==> src/rtl/sdram_arbiter_pkg.sv <==
// sdram_arbiter_pkg: arbiter state and OWNER encodings shared by the SDRAM arbiter files.
package sdram_arbiter_pkg;
   typedef enum logic [2:0] {
      ST_IDLE,
      ST_GNT_CPU,
      ST_GNT_DMA,
      ST_REF_ISSUE,
      ST_REF_WAIT,
      ST_LOCK_HOLD
   } state_t;
   typedef enum logic [1:0] {
      OWN_NONE = 2'b00,
      OWN_CPU  = 2'b01,
      OWN_DMA  = 2'b10,
      OWN_REF  = 2'b11
   } owner_t;
   function automatic owner_t state_owner(input state_t s);
      return (s == ST_GNT_CPU || s == ST_LOCK_HOLD) ? OWN_CPU :
             (s == ST_GNT_DMA) ? OWN_DMA :
             (s == ST_REF_ISSUE || s == ST_REF_WAIT) ? OWN_REF : OWN_NONE;
   endfunction
endpackage

==> src/rtl/sdram_refresh_timer.sv <==
// sdram_refresh_timer: refresh interval counter and saturating refresh-debt counter.
module sdram_refresh_timer
   import sdram_arbiter_pkg::*;
#(
   parameter int REF_INTERVAL = 390,
   parameter int MAX_PENDING  = 8,
   parameter int PEND_W       = 4
) (
   input  logic              clk,
   input  logic              rst_n,
   input  logic              init_busy,
   input  logic              ref_done,
   output logic [PEND_W-1:0] pending
);
   localparam int CNT_W = $clog2(REF_INTERVAL + 1);
   localparam logic [CNT_W-1:0] CNT_LAST = CNT_W'(REF_INTERVAL - 1);
   localparam logic [PEND_W-1:0] PEND_MAX = PEND_W'(MAX_PENDING);
   logic [CNT_W-1:0] cnt_q, cnt_d;
   logic [PEND_W-1:0] pend_q, pend_d;
   logic tick;
   always_comb begin
      tick   = !init_busy && cnt_q == CNT_LAST;
      cnt_d  = (init_busy || tick) ? '0 : cnt_q + 1'b1;
      // a tick and a completed refresh in the same cycle cancel out
      pend_d = (tick && !ref_done && pend_q != PEND_MAX) ? pend_q + 1'b1 :
               (ref_done && !tick && pend_q != '0) ? pend_q - 1'b1 : pend_q;
   end
   always_ff @(posedge clk or negedge rst_n) begin
      if (!rst_n) begin
         cnt_q  <= '0;
         pend_q <= '0;
      end else begin
         cnt_q  <= cnt_d;
         pend_q <= pend_d;
      end
   end
   assign pending = pend_q;
endmodule

==> src/rtl/sdram_arbiter.sv <==
// sdram_arbiter: picks CPU, DMA or auto-refresh as owner of the next SDRAM cycle.
// Optional CPU read-modify-write lock enabled by defining SDRAM_ARB_LOCK_EN.
module sdram_arbiter
   import sdram_arbiter_pkg::*;
#(
   parameter int REF_INTERVAL = 390,
   parameter int MAX_PENDING  = 8,
   parameter int PEND_W       = 4
) (
   input  logic              CLK,
   input  logic              RESET,
   input  logic              INIT_BUSY,
   input  logic              CTRL_IDLE,
   input  logic              CTRL_DONE,
   input  logic              CPU_REQ,
   input  logic              CPU_LOCK,
   input  logic              DMA_REQ,
   output logic              CPU_GNT,
   output logic              DMA_GNT,
   output logic              REF_GO,
   output logic [PEND_W-1:0] REF_PENDING,
   output logic [1:0]        OWNER
);
   localparam logic [PEND_W-1:0] PEND_MAX = PEND_W'(MAX_PENDING);
   state_t state_q, state_d;
   logic last_cpu_q, last_cpu_d;
   logic ref_done, urgent, pick_cpu;
   sdram_refresh_timer #(
      .REF_INTERVAL(REF_INTERVAL),
      .MAX_PENDING (MAX_PENDING),
      .PEND_W      (PEND_W)
   ) u_tmr (
      .clk      (CLK),
      .rst_n    (RESET),
      .init_busy(INIT_BUSY),
      .ref_done (ref_done),
      .pending  (REF_PENDING)
   );
`ifndef SDRAM_ARB_LOCK_EN
   logic unused_lock;
   assign unused_lock = CPU_LOCK;
`endif
   always_comb begin
      state_d    = state_q;
      last_cpu_d = last_cpu_q;
      ref_done   = 1'b0;
      urgent     = REF_PENDING == PEND_MAX;
      // on a tie the CPU wins only if DMA was served last
      pick_cpu   = CPU_REQ && (!DMA_REQ || !last_cpu_q);
      case (state_q)
         ST_IDLE:
            if (!INIT_BUSY && CTRL_IDLE)
               state_d = urgent ? ST_REF_ISSUE : pick_cpu ? ST_GNT_CPU : DMA_REQ ? ST_GNT_DMA :
                         (REF_PENDING != '0) ? ST_REF_ISSUE : ST_IDLE;
         ST_GNT_CPU:
            if (CTRL_DONE) begin
               last_cpu_d = 1'b1;
`ifdef SDRAM_ARB_LOCK_EN
               state_d    = CPU_LOCK ? ST_LOCK_HOLD : ST_IDLE;
`else
               state_d    = ST_IDLE;
`endif
            end
         ST_GNT_DMA:
            if (CTRL_DONE) begin
               last_cpu_d = 1'b0;
               state_d    = ST_IDLE;
            end
         ST_REF_ISSUE: state_d = ST_REF_WAIT;
         ST_REF_WAIT:
            if (CTRL_DONE) begin
               ref_done = 1'b1;
               state_d  = ST_IDLE;
            end
`ifdef SDRAM_ARB_LOCK_EN
         ST_LOCK_HOLD:
            state_d = !CPU_LOCK ? ST_IDLE : (CTRL_IDLE && CPU_REQ) ? ST_GNT_CPU : ST_LOCK_HOLD;
`endif
         default: state_d = ST_IDLE;
      endcase
   end
   always_ff @(posedge CLK or negedge RESET) begin
      if (!RESET) begin
         state_q    <= ST_IDLE;
         last_cpu_q <= 1'b0;
      end else begin
         state_q    <= state_d;
         last_cpu_q <= last_cpu_d;
      end
   end
   assign OWNER   = state_owner(state_q);
   assign CPU_GNT = OWNER == OWN_CPU;
   assign DMA_GNT = OWNER == OWN_DMA;
   assign REF_GO  = state_q == ST_REF_ISSUE;
endmodule

==> config.mk <==
export PLATFORM = sky130hd
export DESIGN_NAME = sdram_arbiter
export DESIGN_NICKNAME = d
export VERILOG_FILES = /design/src/rtl/sdram_arbiter_pkg.sv /design/src/rtl/sdram_refresh_timer.sv /design/src/rtl/sdram_arbiter.sv
export SDC_FILE = /design/constraint.sdc
export NUM_CORES = 1
export LEC_CHECK = 0
export CAP_MARGIN = 30
export CORE_MARGIN = 8
export CORE_UTILIZATION = 57
export DETAILED_ROUTE_END_ITERATION = 7
export PLACE_DENSITY = 0.83
export SYNTH_ARGS = -nofsm -noshare
export SYNTH_HDL_FRONTEND = slang
export SYNTH_SLANG_ARGS = --single-unit
==> constraint.sdc <==
create_clock -name CLK -period 3.8 [get_ports CLK]
set_input_delay 0.76 -clock CLK [delete_from_list [all_inputs] [get_ports CLK]]
set_output_delay 0.76 -clock CLK [all_outputs]
set_load 0.02 [all_outputs]
[Word-level counts from Yosys, hierarchy flattened]
Index checks and enable logic that the tools add are counted.
Storage, ports and cells
  logic and storage cells: 62
  latch bits: 0
  RAM bits: 0
  output and inout port bits: 9
  ROM bits: 0
  input port bits: 8
  register bits: 17
  memories: 0
Operators by class
  reduce and logical (&&, ||, !) cells: 23
  $mul: 0
  order comparisons: 0
  bitwise logic cells: 0
  shift-type cells: 0
  $add $sub $neg: 3
  div/mod/pow operators: 0
  equality and inequality tests: 14
  mux-type cells: 18
Operators with widths (number)
  2-bit two-way mux: 7
  9-bit by 1-bit adder with 9-bit output, second input constant: 1
  9-bit == test, second input constant: 1
  9-bit two-way mux: 1
  3-bit one-hot mux with 3 select lines: 1
  4-bit two-way mux: 2
  1-bit logical AND: 7
  3-bit by 2-bit == test with 1-bit output, second input constant: 2
  3-bit == test, second input constant: 2
  3-bit two-way mux: 2
  2-bit != test, second input constant: 3
  1-bit zero test: 5
  4-bit by 1-bit adder with 4-bit output, second input constant: 1
  4-bit == test, second input constant: 1
  1-bit logical OR: 4
  1-bit two-way mux: 4
  4-bit != test, second input constant: 1
  2-bit nonzero test: 2
  4-bit nonzero test: 1
  4-bit by 1-bit subtractor with 4-bit output, second input constant: 1
  3-bit by 1-bit == test with 1-bit output, second input constant: 1
  3-bit zero test: 1
  3-bit AND reduction: 1
  3-bit OR reduction: 1
  5 further kinds: 5

[Longest topological paths before layout]
  depth in word-level cells: 7
  mapped depth: 10
  gate-level depth less buffers: 10

[Hierarchy]
A second synthesis with hierarchy kept.
Second synthesis, totals
  cells, all modules: 112
  area total of the unflattened synthesis: 1102.3 sq um
Modules (own cells, without submodules)
  sdram_refresh_timer: area each 755.7 sq um, cells each 73, instances 1, sequential area each 325.3 sq um
  sdram_arbiter: area each 346.6 sq um, cells each 39, instances 1, sequential area each 100.1 sq um

[Worst setup path after synthesis]
No wires, ideal clock.
  path kind: input to register
  start point: in CTRL_DONE
  end point: reg u_tmr.pend_q[3] (netlist: u_tmr.pending[3])
  data required time: 3.660 ns
  arrival: 2.601 ns
  path buffers: 1
  setup slack: 1.059 ns
  cell stages on the path: 9
  setup time: 0.140 ns
  cells stage by stage: buf_2 -> nor4bb_4 -> nor2_1 -> nand2_1 -> ha_1 -> a21o_1 -> a21oi_1 -> nand2_1 -> mux4_1
Between the ends
  longest elaborated chain between the ends: 6
  elaborated cells on any way between the ends: 9
  classes of those cells: 3 x mux; 6 x reduce/logical
RTL lines
  start, declared: RTL line sdram_arbiter.sv:14  | input logic CTRL_DONE,
  1-bit two-way mux (*): RTL line sdram_arbiter.sv:71  | if (CTRL_DONE) begin
  1-bit two-way mux (*): RTL line sdram_arbiter.sv:50  | case (state_q)
  1-bit zero test: RTL line sdram_refresh_timer.sv:25  | pend_d = (tick && !ref_done && pend_q != PEND_MAX) ? pend_q + 1'b1 :
  1-bit logical AND (2 in series): RTL line sdram_refresh_timer.sv:25
  4-bit two-way mux or 2-bit nonzero test (tied branches)
  end signal, assigned: RTL line sdram_refresh_timer.sv:34  | pend_q <= pend_d;
  end, declared: RTL line sdram_refresh_timer.sv:19  | logic [PEND_W-1:0] pend_q, pend_d;
Every way passes the cells marked *; elsewhere a longest branch is shown, timed or not.
A chain may end at the register's enable or synchronous reset.

[Final worst setup path]
Ends and elaborated chain as after synthesis.

==> summary.md <==
| Metric | Value |
|---|---|
| Status | `finished clean` |
| Post_cts resized | `0` |
| Maximum VDD drop | `slightly below 0.3 mV` |
| CTS tree | `yes` |
| Skew-Pair Late Insertion Delay | `a little under 0.3 ns` |
| Setup_tns | `0 ns` |
| DRC Markers | `0` |
| Post-synth top area share | `37.6%` |
| Overall power | `around 600 uW` |
| Most Frequent Cell on Critical Path | `nand2_1` |
| Cts hold-fix bufs | `0` |
| Clock skew | `between 0.008 and 0.009 ns` |
| Global-route wire length before repair | `between 3000 and 4000 um` |
| Fin. max-slew vios | `0` |
| Final Util | `69.1%` |
| IO Pins | `17` |
| Minimum clock period | `roughly 3.0 ns` |
| Most area-consuming cells after synthesis | `dfrtp_1, nor2_1, ha_1, nand2_1, xnor2_1` |
| Diode count | `0` |
| Total clock buffers created by CTS | `3` |
| Cells after DPL | `around 150` |
| Syn Inst Count | `approximately 110` |
| Full die area | `between 0.003 and 0.004 mm^2` |
| Area growth, synth to finish | `17.4%` |
| Syn_area_per_cell | `a little over 10 um^2` |
| Bufs on Longest Clock Path | `2` |
| Max Fclk | `about 340 MHz` |
| Max stage delay on crit path | `around 0.5 ns` |
| Max-Cap Viols | `0` |
| Switching share of power | `just under 40%` |
| Syn nets | `about 130` |
| RSZ-0062 raised after global routing | `false` |
| Ratio of cells with drive above 1 in the final layout | `13.3%` |
| WS Path Type | `input port to flop` |
| Internal Power | `~380 uW` |
| Die H | `just over 60 um` |
| Via count of the first global-routing pass | `~840` |
| Post-Layout Inst Area | `around 0.0013 mm^2` |
| Via-to-Cell Ratio | `~5.4` |
| Setup WS post-layout | `0.843 ns` |
| GPL Wtd Cong | `0.816` |
| CP required | `between 3 and 4 ns` |
| Final std cells w/o fill | `155` |
| Final ANT Viol Nets | `0` |
| Clock Power Share | `approximately 16%` |
| Htree depth | `1` |
| CTS Sinks | `17` |
| Slew @ Worst Pin | `between 0.7 and 0.8 ns` |
| DRT Pass-1 Iters | `4` |
| Critical Path Source Type | `input port` |
| Setup bufs post-CTS | `0` |
| Cell taking the most area after synthesis | `dfrtp_1` |
| PwrDens | `462 mW/mm^2` |
| Core area | `between 0.0015 and 0.002 mm^2` |
| Slew HR | `a little over 50%` |
| Die Wd | `60.5 um` |
| Pre-CTS setup slack | `around 0.55 ns` |
| Combinational Power Share | `between 40 and 50%` |
| Filler instances | `158` |
| Hold Fails Final Rpt | `0` |
| CP arrival | `about 3.1 ns` |
| Synth unique cells | `39` |
| 1st-iter DRT viols | `12` |
| Num rows | `16` |
| Synth Register Bits | `17` |
| HP Class | `flop to flop` |
| Via count | `between 800 and 900` |
| Critical path's slowest cell | `mux4_1` |
| Post-Route WL | `2100 um` |
| Sequential power share | `a little over 40%` |
| Sw power | `between 200 and 250 uW` |
| Final hold slack | `0.524 ns` |
| Final-report setup violation count | `0` |
| Leakage power | `between 0.5 and 0.6 nW` |
| Buffers on Ports | `15` |
| Root buffer cell | `clkbuf_4` |
| Worst-path clk slew | `roughly 0.11 ns` |
| Wire length per cell | `between 10 and 15 um` |
| Commonest non-fill, non-tap cell in the layout | `dfrtp_1` |
| Starting density of the core | `roughly three fifths` |
| Sequential element share of the synthesized area | `between 30% and 40%` |
| Post-placement cell area | `around 0.0013 mm^2` |
| Nets | `about 140` |
| Initial antenna violation count | `0` |
| HPWL after DPL | `roughly 1700 um` |
| Final period util | `approximately 80%` |
| Commonest non-fill, non-tap cells in the layout | `dfrtp_1, clkdlybuf4s50_1, nor2_1` |
| Mapped Area | `between 0.001 and 0.0015 mm^2` |
| Largest net degree at the start of global routing | `18` |
| Overflow after GRT | `0` |
| CP Max Fanout | `6` |
| Worst Setup End Kind | `flop` |
| Yosys warns | `0` |
| GRT Total Usage | `a little over an eighth` |
| Worst-path cell chain | `clkdlybuf4s50_1, nor4bb_4, nor2_1, nand2_1, ha_1, a21o_1, a21oi_1, nand2_1, mux4_1` |
## layer usage
metal	global-route usage [%]	share of wire [%]
met1	14.2	43
met3	4.87	3.8
met4	2.99	0.67
met2	23.3	53
met5	0	0
## registers in the layout, indices dropped and copies added (netlist names)
| signal | count |
|---|---|
| last_cpu_q | 1 |
| state_q | 3 |
| u_tmr.cnt_q | 9 |
| u_tmr.pending | 4 |
## cell usage after synthesis
cell / number
nor4bb_4: 1
nand4b_2: 1
buf_2: 2
a31oi_2: 1
or3_1: 3
a41o_2: 1
xor2_1: 3
nor2b_1: 1
nor4b_1: 2
o221ai_2: 1
a2111oi_2: 1
o22ai_1: 1
nor2_1: 14
nor4b_4: 1
nor4_1: 1
clkbuf_1: 1
nor3_1: 5
o21ai_0: 3
nor3b_1: 1
fa_1: 1
a221oi_1: 1
a21oi_1: 6
nand2_1: 10
mux4_1: 1
o21a_1: 2
and3_1: 1
mux2_4: 2
inv_1: 5
nor3b_4: 1
a21o_1: 3
ha_1: 4
or3b_1: 1
buf_6: 1
nand2b_1: 2
xnor2_1: 4
mux2i_2: 1
dfrtp_1: 17
nand3_1: 4
or3_2: 1
## cell families after synthesis
family | Yosys count | share of synthesized area (%)
and+or+nand+nor | 50 | 27.3
AOI/OAI and AO/OA | 20 | 13.4
DFF | 17 | 37.6
buffers and inverters | 9 | 3.87
xor gates and xnor gates | 7 | 5.42
adders and majority gates | 5 | 6.19
muxes | 4 | 6.19
## worst max-delay path: cells and delay by family
family          cells  cell delay, ns
compound gates      2            0.43
fa+ha+maj           1            0.24
buf+inv             1            0.48
mux                 1            0.51
simple gates        4            0.70
## area by class of cell
type / instances / area (um^2) / area share, %
clock inverter: 1 / 7.51 / 0.566
tap: 27 / 33.8 / 2.54
sequential: 17 / 425 / 32.0
timing repair buffer: 16 / 158 / 11.9
multi-input combinational: 86 / 662 / 49.9
clock buffer: 3 / 22.5 / 1.70
inverter: 5 / 18.8 / 1.41
## path summary, 6_finish.rpt
path                       cells after the start          endpoint  slack, ns           start
setup / recovery                               9  u_tmr.pending[3]       0.84       CTRL_DONE
hold / removal                                 1    u_tmr.cnt_q[0]       0.52  u_tmr.cnt_q[0]
setup reg to reg                              10  u_tmr.pending[3]       1.01  u_tmr.cnt_q[1]
hold reg to reg                                1    u_tmr.cnt_q[0]       0.52  u_tmr.cnt_q[0]
max in group asynchronous                      1    u_tmr.cnt_q[8]       2.45           RESET
min in group asynchronous                      1    u_tmr.cnt_q[7]       0.89           RESET
## power by group through the flow
stage | combinational, mW | clock [mW] | sequential (mW)
finish | 0.264 | 0.100 | 0.249
global route | 0.291 | 0.111 | 0.255
CTS | 0.267 | 0.103 | 0.249
detailed placement | 0.266 | 0 | 0.252
global placement | 0.258 | 0 | 0.250
floorplan | 0.193 | 0 | 0.239
(Power assumes the default switching activity.)
==> variant 1, RTL diff (config.mk and constraints unchanged) <==
Build with the macro `SDRAM_ARB_LOCK_EN` defined.
--- a/src/rtl/sdram_arbiter.sv
+++ b/src/rtl/sdram_arbiter.sv
@@ -1,4 +1,6 @@
 // sdram_arbiter: picks CPU, DMA or auto-refresh as owner of the next SDRAM cycle.
 // Optional CPU read-modify-write lock enabled by defining SDRAM_ARB_LOCK_EN.
+`define SDRAM_ARB_LOCK_EN
+
 module sdram_arbiter
    import sdram_arbiter_pkg::*;
Function: changed (a bounded check fails within 4 cycles, from zero or initial values and one cycle with RESET low).
==> variant 1 against the unedited design <==
Total power decreased by 20%; routed wire length up 12%; non-clock buffer count did not move; sequential cell count unchanged; sequential share of layout area rose by 0.34 points; final area down 1.0%; utilization barely moved; critical path depth did not move; synthesized area decreased by 2.1%; die area is 1.5% lower; synthesized cell count rose by 0.89%; cell count grew 1.3%; setup slack got worse by 0.11 ns; critical endpoint unchanged; largest cell class unchanged; highest routed layer unchanged.
==> variant 1: results <==
set metrics [dict create \
    first_global_vias 906 \
    drtIter0Drc 16 \
    cts_max_path_buffers 2 \
    holdWs_ns 0.5323 \
    reg2reg_slack_ns 1.21 \
    path_max_fanout 7 \
    dp_hpwl_um 1736 \
    clk_latency_ns 0.31 \
    static-leakage-power_uw 0.0005515 \
    wl_per_cell_um 15.01 \
    r2r-start "u_tmr.cnt_q[1]$_DFF_PN0_" \
    yosysSeqAreaShare_pct 38.42 \
    p_sw_uw 176.1 \
    placed_area_um2 1286 \
    routabilityCongestion 0.8426 \
    cts_inserted_buffers 3 \
    slew_headroom_pct 49.30 \
    grt_use_total_pct 14.79 \
    syn_nets 126 \
    fin_worst_skew_ns 0.002416 \
    synth_cell_types 41 \
    grt_first_pass_wirelength_um 4002 \
    cp_top_family "simple AND/OR/NAND/NOR gates" \
    drive_above_1_share_pct 10.77 \
    r2r.worst_path.cells 10 \
    viasPerCell 5.809 \
    status "complete, no violations" \
    nNetsFinal 144 \
    peakVddDrop_mv 0.2318 \
    worstPathArrival_ns 3.30 \
    critPathSlowestCell "clkdlybuf4s50_1" \
    synth_top_area_share_pct 38.42 \
    ys_top_cells_by_area "dfrtp_1 38%, ha_1 4.5%, nor2_1 4.1%, nand3_1 3.2%, xnor2_1 3.2%" \
    nFillCells 149 \
    ys_top_cells_by_count "17 x dfrtp_1, 12 x nor2_1, 7 x nand2_1, 7 x nand3_1, 5 x inv_1" \
    io_buffers 16 \
]
-- variant 1: cell count changes after synthesis, sizes merged, moves of 3 or more --
| cell | unedited run | this run |
|---|---|---|
| nand2 | 10 | 7 |
| nand3 | 4 | 8 |
| and3 | 1 | 5 |
| or3 | 4 | 1 |
-- variant 1: per-stage QoR --
| step | std cells | setup WS [ns] |
|---|---|---|
| 2_1_floorplan | 113 | 1.193 |
| 3_3_place_gp | 153 | 0.5871 |
| 3_5_place_dp | 153 | 0.4798 |
| 4_1_cts | 157 | 0.7864 |
| 5_1_grt | 157 | 0.6048 |
| 6_report | 157 | 0.7365 |
-- variant 1: logic make-up (layout without fill, tap and decap cells) --
group	after synthesis	in the layout	synth area share (%)
compound gates	21	21	13.11
xor+xnor	8	8	6.327
fa+ha+maj	5	5	6.328
buf+inv	8	25	3.051
flops	17	17	38.42
mux	3	3	4.746
simple gates	51	51	28.02
-- variant 1: power by group through the flow --
stage / clock network [uW] / registers [uW] / logic, uW
after floorplan: 0 / 207 / 120
after detailed placement: 0 / 229 / 160
after global routing: 114 / 229 / 176
after global placement: 0 / 228 / 156
final: 103 / 226 / 159
after CTS: 104 / 226 / 161
-- variant 1: layer usage --
metal  up-vias  routed length [um]  track usage, %
met5         -                   0               0
met4         0                  35           8.844
met3         4                 134           4.301
met2        20                1089           22.31
met1       444                1097           18.06
li1        444                   -               -
-- variant 1: area by class of cell --
type                            count  area, um^2  share of cell area, %
Inverter                            5       18.77                  1.429
Clock inverter                      1       5.005                 0.3810
Clock buffer                        3       22.52                  1.714
Multi-Input combinational cell     88       648.1                  49.33
Sequential cell                    17       425.4                  32.38
Timing Repair Buffer               16       160.2                  12.19
Tap cell                           27       33.78                  2.571
==> variant 2, RTL diff (config.mk and constraints unchanged) <==
Without the edit above. Re-encode `state_t` (6 states) as one-hot, 6 bits wide.
--- a/src/rtl/sdram_arbiter_pkg.sv
+++ b/src/rtl/sdram_arbiter_pkg.sv
@@ -1,11 +1,11 @@
 // sdram_arbiter_pkg: arbiter state and OWNER encodings shared by the SDRAM arbiter files.
 package sdram_arbiter_pkg;
-   typedef enum logic [2:0] {
-      ST_IDLE,
-      ST_GNT_CPU,
-      ST_GNT_DMA,
-      ST_REF_ISSUE,
-      ST_REF_WAIT,
-      ST_LOCK_HOLD
+   typedef enum logic [5:0] {
+      ST_IDLE      = 6'b000001,
+      ST_GNT_CPU   = 6'b000010,
+      ST_GNT_DMA   = 6'b000100,
+      ST_REF_ISSUE = 6'b001000,
+      ST_REF_WAIT  = 6'b010000,
+      ST_LOCK_HOLD = 6'b100000
    } state_t;
    typedef enum logic [1:0] {
Function: no difference found for any inputs over 10 cycles, from zero or initial values and one cycle with RESET low; not proved beyond that.
==> variant 2 against the unedited design <==
Count of clock-buffer cells in the layout unchanged; synthesized area increased by 6.9%; sequential cell count increased by 2; sequential power increased by 33%; die area increased by 5.0%; clock power increased by 7%; routed wire length increased by 12%; total power increased by 43%; final area increased by 4.3%; register-to-register slack improved by 0.28 ns; setup slack improved by 0.18 ns; critical path type is now register to primary output; critical endpoint is now CPU_GNT.
==> variant 2: results <==
set metrics [dict create \
    status "complete, no violations" \
    max_stage_delay_ns 0.68 \
    instances_no_fill 164 \
    cp_top_family "buffers and inverters" \
    grt.met1_usage_pct 17.01 \
    peakVddDrop_mv 0.4078 \
    grt_use_total_pct 13.85 \
    holdWs_ns 0.5281 \
    drive_above_1_share_pct 12.41 \
    critPathSlowestCell "clkdlybuf4s50_1" \
    grt_first_pass_wirelength_um 3988 \
    grt_start_max_net_pins 20 \
    whs_endpoint "u_tmr.cnt_q[0]$_DFF_PN0_" \
    synth_xor_area_share_pct 6.522 \
    use_met2_pct 22.86 \
    slew_headroom_pct 43.66 \
    htree_levels 1 \
    postSynthCellCount 122 \
    fin_worst_skew_ns 0.004214 \
    nFillCells 150 \
    reg2reg_slack_ns 1.29 \
    yosysSeqAreaShare_pct 39.44 \
    first_global_vias 934 \
    io_buffers 15 \
    setup_ws_ns 1.027 \
    drtIter0Drc 29 \
    hp-class "register to register" \
    syn_nets 135 \
    met3_usage_pct 1.852 \
    seq_area_um2 476.7 \
    path_max_fanout 8 \
    r2r.worst_path.cells 10 \
    cts_max_path_buffers 2 \
    vias 919 \
    dp_hpwl_um 1826 \
    static-leakage-power_uw 0.0005781 \
    regMostFlops "u_tmr.cnt_q" \
    worstPathArrival_ns 2.01 \
    synthMuxAreaShare_pct 5.383 \
    synth_compound_area_share_pct 12.42 \
    nNetsFinal 151 \
    placed_area_um2 1355 \
    pre_cts_slack_ns 0.8066 \
    postCtsSetupBuffers 0 \
    cp-startpoint "state_q[4]$_DFFE_PN0P_" \
    routabilityCongestion 0.7817 \
    clk_latency_ns 0.30 \
    endpoint "CPU_GNT" \
    ys_top_cells_by_area "dfrtp_1 37%, nor2_1 4.7%, ha_1 4.1%, mux2_4 3.7%, xnor2_1 3.6%" \
    ys_top_cells_by_count "18 x dfrtp_1, 15 x nor2_1, 8 x o21ai_0" \
    cts-root-buf "clkbuf_4" \
    n_antenna_cell 0 \
    totalWireLength_um 2352 \
    synth-adder-area-share_pct 5.797 \
]
-- variant 2: cell types whose count changed in the layout (fill, tap and decap cells not counted), moves of 2 or more --
| cell | unedited run | this run |
|---|---|---|
| nand2b_1 | 2 | 0 |
| nand2_1 | 10 | 6 |
| nand4_1 | 0 | 2 |
| o211ai_1 | 0 | 2 |
| o21ai_0 | 3 | 8 |
| or2_2 | 0 | 2 |
| mux2i_1 | 0 | 2 |
-- variant 2: where the power goes --
| part | total (uW) | internal, uW | switching (uW) |
|---|---|---|---|
| sequential | 331 | 253 | 77.9 |
| combinational | 440 | 218 | 222 |
| clock | 107 | 40.1 | 67.3 |
-- variant 2: routing by layer --
metal  up-vias  part of all wire, %
met5         -                    0
li1        466                    -
met3         7                  2.3
met1       431                   47
met2        15                   48
met4         0                  2.5
-- variant 2: cell type report --
cell class	instances	share of cell area, %
multi-input cells	93	48.51
flip-flops and latches	19	34.42
repair buffers	15	10.84
well taps	27	2.439
clock buffers	3	1.626
inverters	6	1.626
clock inverters	1	0.5420
